**config.mk**
```make
export PLATFORM = sky130hd
export DESIGN_NAME = melody_sequencer
export DESIGN_NICKNAME = d
export VERILOG_FILES = /design/src/rtl/melody_sequencer.sv
export SDC_FILE = /design/constraint.sdc
export NUM_CORES = 1
export LEC_CHECK = 0
export CAP_MARGIN = 20
export CORE_ASPECT_RATIO = 1.1
export CORE_MARGIN = 3
export CORE_UTILIZATION = 35
export CTS_CLUSTER_DIAMETER = 100
export DETAILED_ROUTE_END_ITERATION = 7
export PLACE_DENSITY_LB_ADDON = 0.25
export SETUP_SLACK_MARGIN = 0.15
export SLEW_MARGIN = 20
export SYNTH_ARGS = -nofsm -noshare
export SYNTH_HDL_FRONTEND = slang
export SYNTH_SLANG_ARGS = --single-unit
```
**constraint.sdc**
```tcl
create_clock -name clock -period 2.6 [get_ports clock]
set_input_delay 0.65 -clock clock [delete_from_list [all_inputs] [get_ports clock]]
set_output_delay 0.65 -clock clock [all_outputs]
set_load 0.01 [all_outputs]
```
**src/rtl/melody_sequencer.sv**
```systemverilog
// Tempo-driven song controller: fetches one ROM entry per note, holds it for dur beats, then a short gap.
// Beat timebase is derived from clock; tempo and loop mode are sampled only at note boundaries.
module melody_sequencer #(
   parameter int BEAT_CYCLES = 12500000,
   parameter int GAP_CYCLES  = 1250000,
   parameter int SONG_LEN    = 32,
   parameter int ADDR_W      = 5,
   parameter int NOTE_W      = 4
) (
   input  logic              clock,
   input  logic              reset,
   input  logic              play,
   input  logic              stop,
   input  logic              loop_en,
   input  logic [1:0]        tempo_sel,
   output logic [ADDR_W-1:0] rom_addr,
   input  logic [NOTE_W+2:0] rom_data,
   output logic [NOTE_W-1:0] note_code,
   output logic              note_valid,
   output logic              beat_tick,
   output logic              busy,
   output logic              done
);

   localparam int MAX_CYC = (BEAT_CYCLES > GAP_CYCLES) ? BEAT_CYCLES : GAP_CYCLES;
   localparam int CW      = $clog2(MAX_CYC + 1);

   localparam logic [CW-1:0]     BEAT_L   = CW'(BEAT_CYCLES);
   localparam logic [CW-1:0]     GAP_LAST = CW'(GAP_CYCLES - 1);
   localparam logic [ADDR_W-1:0] LAST_A   = ADDR_W'(SONG_LEN - 1);

   localparam logic [2:0] IDLE    = 3'd0;
   localparam logic [2:0] FETCH_A = 3'd1;
   localparam logic [2:0] FETCH_D = 3'd2;
   localparam logic [2:0] PLAY    = 3'd3;
   localparam logic [2:0] GAP     = 3'd4;
   localparam logic [2:0] DONE    = 3'd5;

   logic [2:0]        state;
   logic [CW-1:0]     cnt;
   logic [CW-1:0]     beat_len;
   logic [2:0]        beats_left;
   logic [NOTE_W-1:0] rom_note;
   logic [2:0]        rom_dur;
   logic              beat_end;

   assign rom_note = rom_data[NOTE_W+2:3];
   assign rom_dur  = rom_data[2:0];

   assign beat_end  = (state == PLAY) && (cnt == beat_len - CW'(1));
   assign beat_tick = beat_end;
   assign busy      = (state != IDLE);
   assign done      = (state == DONE);

   always_ff @(posedge clock or posedge reset) begin
      if (reset) begin
         state      <= IDLE;
         rom_addr   <= '0;
         note_code  <= '0;
         note_valid <= 1'b0;
         cnt        <= '0;
         beat_len   <= '0;
         beats_left <= '0;
      end else if (stop) begin
         // abort from anywhere; no done pulse
         state      <= IDLE;
         rom_addr   <= '0;
         note_valid <= 1'b0;
         cnt        <= '0;
         beat_len   <= '0;
         beats_left <= '0;
      end else begin
         case (state)
            IDLE: begin
               rom_addr <= '0;
               if (play)
                  state <= FETCH_A;
            end
            FETCH_A: state <= FETCH_D;
            FETCH_D: begin
               if (rom_dur == 3'd0) begin
                  state <= DONE;
               end else begin
                  note_code  <= rom_note;
                  beats_left <= rom_dur;
                  beat_len   <= BEAT_L >> tempo_sel;
                  cnt        <= '0;
                  note_valid <= (rom_note != '0);
                  state      <= PLAY;
               end
            end
            PLAY: begin
               if (beat_end) begin
                  cnt        <= '0;
                  beats_left <= beats_left - 3'd1;
                  if (beats_left == 3'd1) begin
                     note_valid <= 1'b0;
                     state      <= GAP;
                  end
               end else begin
                  cnt <= cnt + CW'(1);
               end
            end
            GAP: begin
               if (cnt == GAP_LAST) begin
                  cnt <= '0;
                  if (rom_addr != LAST_A) begin
                     rom_addr <= rom_addr + ADDR_W'(1);
                     state    <= FETCH_A;
                  end else if (loop_en) begin
                     rom_addr <= '0;
                     state    <= FETCH_A;
                  end else begin
                     state <= DONE;
                  end
               end else begin
                  cnt <= cnt + CW'(1);
               end
            end
            DONE: begin
               rom_addr <= '0;
               state    <= IDLE;
            end
            default: state <= IDLE;
         endcase
      end
   end

endmodule

```
### After elaboration in Yosys (flattened, before gate mapping)

Cells that the tools add are included.

| cells by class | value |
|---|---|
| div/mod/pow operators | 0 |
| multiplexer cells | 31 |
| shifts and indexed selects | 1 |
| order comparisons | 0 |
| bitwise logic cells | 2 |
| reductions and logical operators | 17 |
| equality and inequality tests | 16 |
| add/subtract/negate cells | 4 |
| multipliers | 0 |

Operators by type and width:

| kind | number |
|---|---|
| $mux W24 | 7 |
| $pmux W24 S3 | 1 |
| $mux W3 | 11 |
| $add A24 B1 Y24 const B | 1 |
| $eq A24 B21 Y1 const B | 1 |
| $eq A24 B24 Y1 | 1 |
| $shr A24 B2 Y24 const A | 1 |
| $sub A24 B1 Y24 const B | 1 |
| $mux W5 | 4 |
| $pmux W3 S5 | 1 |
| $ne A3 B3 Y1 const B | 4 |
| $pmux W5 S2 | 1 |
| $reduce_and A3 Y1 | 3 |
| $reduce_bool A3 Y1 | 3 |
| $reduce_and A4 Y1 | 2 |
| $reduce_bool A4 Y1 | 2 |
| $eq A3 B1 Y1 const B | 2 |
| $eq A3 B2 Y1 const B | 2 |
| $eq A3 B3 Y1 const B | 2 |
| $logic_not A3 Y1 | 2 |
| $pmux W3 S2 | 1 |
| $add A5 B1 Y5 const B | 1 |
| $ne A5 B5 Y1 const B | 1 |
| $mux W1 | 4 |
| 10 further kinds | 12 |

| storage, ports and cells | value |
|---|---|
| ROM bits | 0 |
| bits in writable memories | 0 |
| latch bits | 0 |
| register bits after elaboration | 64 |
| output and inout port bits | 13 |
| memories kept | 0 |

### Depth between registers and ports, before layout

| logic depth | value |
|---|---|
| word-level depth | 6 |
| mapped depth | 13 |
| depth with buffers taken out | 10 |

### Worst setup path after synthesis

Ideal clock, no wire load.

| timing path | value |
|---|---|
| path kind | reg-to-output |
| start | register beat_len[7] |
| end | output port beat_tick |
| stages on the path, launching flop included | 11 |
| arrival time | 2.255 ns |
| path buffers | 1 |
| setup slack | -0.305 ns |
| cell sequence | dfrtp_1 buf_6 inv_1 ha_1 nor4b_4 nand2_1 or4_1 nand2_1 nor4b_4 nand2_1 nor2_1 |

| between the ends | value |
|---|---|
| longest elaborated chain between the ends | 3 |

Ends and longest elaborated chain:

| element | line | source |
|---|---|---|
| from (decl) | 41 | `logic [CW-1:0] beat_len;` |
| from (signal assigned) | 86 | `beat_len <= BEAT_L >> tempo_sel;` |
| $sub A24 B1 Y24 | 50 | `assign beat_end = (state == PLAY) && (cnt == beat_len - CW'(1));` |
| $eq A24 B24 Y1 | 50 |  |
| $logic_and A1 B1 Y1 | 50 |  |
| to (decl) | 20 | `output logic beat_tick,` |

No other way between the ends.

### Worst setup path after layout

Ends and elaborated chain as after synthesis.

==> metrics.txt <==
R2R depth 13; flops & latches, synth 52; Detailed Place HPWL 7400 um; period utilisation layout 122%; setup TNS -4850 ps; final wirelength 10100 um; Post-CTS Hold Buffers 0; WP buf/inv 2; IO Port Bufs 26; post-route ant nets 0; Routability Congestion 0.903; async set-reset flop share out of synthesis 100%; commonest non-fill, non-tap cells in the layout buf_4, nand2_1, dfrtp_1; Power Density 717 nW/um2; total grt overflow 0; Clock Skews 5.77 ps; internal reg-to-reg setup slack -260 ps; drt drc 0; crit end category output port; initial core utilization 36.0%; Power Total 3530 uW; WHS Path Cells 2; Final Hold Vio Count 0; clk sinks 52; leak pwr 0.00216 uW; status finished, violations left; Slowest-stage cell, CP or4_1; via count 3534; CTS tree done; worst hold path endpoint beats_left[1]; GRT Resource Usage Total 18.5%; Core Box Area 9890 um2; CP required 1950 ps; Ys Warns 0; antenna violations before repair 0; critical path cell sequence inv_4 > ha_4 > nor4b_4 > nand2_1 > or4_1 > nand2_1 > nor4b_4 > nand2_2 > nor2_4 > buf_6; die height 112 um; reg2reg start beat_len[7]; DR iter-0 viols 201; maximum vdd ir drop 0.517 mV; fillers 950; largest net degree at the start of global routing 35; EDFF count, synth 0; fin crit period 3180 ps; Syn Nets 454; Clock Path Buffers 2; Worst slew margin 61.0%; IO Count 27; CTS clock-pin slew for the worst setup and hold paths 100 ps; clk_lat worst skew 320 ps; post-DR vias/cell 5.45; critical path peak fanout 4; first-pass GRT wire length 16900 um; RSZ-0062 raised after global routing true; Worst Path Class, Setup flop to output port; Worst path max stage delay 480 ps; Post-Syn Instances 434; n_diodes 0; drt wl/cell 15.6 um; WP data arrival 2530 ps; P&R area growth vs syn 38.1%; # rows 38; worst-margin pin slew 580 ps; Hold WS 511 ps; synth unique cells 61; Layout Nets 547; max cap viols 0; Post-Place Setup Slack -726 ps; f_max 315 MHz; max-slew violation count 0; Non-Filler Instances 648; htree depth 2; sequential area share after synthesis 36.5%; DR pass1 iterations 4; Crit path max-delay family simple AND/OR/NAND/NOR gates; startpoint of the worst hold path beats_left[1]; clock root cell clkbuf_8; reg2reg end beats_left[0]; CTS Buf Count 5; Final setup viols 32; worst setup margin -577 ps; vias in the first global route 3542; class of the worst hold path flop to flop; commonest non-fill, non-tap cell in the layout buf_4; ys flop type dfrtp_1; layout cell share with drive strength beyond 1 29.7%; Mapped Area 3560 um2; violated checks negative setup slack; die width 102 um; cell count after placement 624; syn avg cell area 8.21 um2; die area 11400 um2; Critical Path Start Type flop
## worst max-delay path by stage
stage / from / slack (ps) / depth (start not counted) / endpoint
6_report: beat_len[7] / -580 / 10 / beat_tick
5_1_grt: beat_len[7] / -770 / 10 / beat_tick
4_1_cts: beat_len[7] / -580 / 10 / beat_tick
3_5_place_dp: beat_len[3] / -730 / 10 / beat_tick
3_3_place_gp: beat_len[7] / -640 / 9 / beat_tick
2_1_floorplan: beat_len[7] / -180 / 8 / beat_tick
## tightest hold or removal path: stages, from the launching register on
cell	delay (ps)
dfrtp_1	360
o21ai_1	80
o31ai_2	50
## layer usage
| layer | wire [um] | GRT usage (%) | part of all wire [%] | vias up |
|---|---|---|---|---|
| met2 | 5200 | 32.2 | 52 | 76 |
| met4 | 264 | 6.82 | 2.6 | 0 |
| met5 | 0 | 0 | 0 | - |
| met3 | 343 | 2.76 | 3.4 | 18 |
| li1 | - | - | - | 1726 |
| met1 | 4280 | 22.8 | 42 | 1714 |
## sequential cells by signal, summed over array words and instances, names as in the netlist
register,flops
beat_len,12
beats_left,3
cnt,24
note_code,4
note_valid,1
rom_addr,5
state,3
## stage by stage
step / util [%] / cell area [um2]
after floorplan: - / 3600
after global placement: 45.0 / 4450
after detailed placement: 45.0 / 4450
after CTS: 49.1 / 4860
after global routing: 49.8 / 4920
final: 49.8 / 4920
## synth_stat cells, types with 2 or more instances
cell      number  share of area, %
buf_6          3              0.95
clkbuf_1      21               2.2
or2_2          2              0.35
and4_1         2              0.49
nand4_1        8               1.4
a22oi_1        3              0.63
inv_1         14               1.5
nor4b_4        2               1.3
dfrtp_1       52                37
a21oi_1       21               2.9
nor3b_1        4              0.84
buf_2          5              0.70
or4_4          2              0.63
nor4b_1        3              0.74
a31oi_1        2              0.35
xor2_1        15               3.7
o22ai_1        5              0.88
or4_1          3              0.63
o21ai_0       27               3.8
o21ai_1        2              0.28
mux2i_1        3              0.84
xnor2_1       11               2.7
nand3b_1       2              0.42
o211ai_1       7               1.5
nand2_1       57               6.0
mux2_2         5               1.6
nor3_1        20               2.8
nand2b_1       7               1.2
and2_1         6               1.1
buf_1          2              0.21
a211oi_1      12               2.5
nor4_1         5              0.88
nand3_1       20               2.8
nor2_1        43               4.5
ha_1           6               2.1
and3_1         4              0.70
nor2b_1        4              0.70
## logic make-up (layout without fill, tap and decap cells)
kind of cell / Yosys count / in the layout / share of synthesized area [%]
simple gates: 199 / 199 / 29.1
compound gates: 97 / 97 / 17.7
flops: 52 / 52 / 36.5
buf+inv: 46 / 140 / 5.76
xor+xnor: 26 / 26 / 6.39
mux: 8 / 8 / 2.42
fa+ha+maj: 6 / 6 / 2.11
## power breakdown
group          leakage, uW  total, uW  internal [uW]  switching [uW]
Clock            0.0000541        582            286             296
Combinational      0.00140       1910            990             921
Sequential        0.000707       1040            926             112
## final cells by class
cell class	instances	area, um2	area share [%]
multi-input cells	336	2260	45.9
repair buffers	118	1050	21.3
well taps	120	150	3.05
flip-flops and latches	52	1300	26.5
clock buffers	5	68.8	1.40
inverters	14	55.1	1.12
clock inverters	3	42.5	0.864
## what timing repair did
item / CTS / global route
resized for setup: 58 / 15
endpoints found under the setup margin: 32 / 36
buffers inserted: 15 / 1
pin swaps: 15 / 18
No activity file was read; power rests on OpenSTA's default activity.
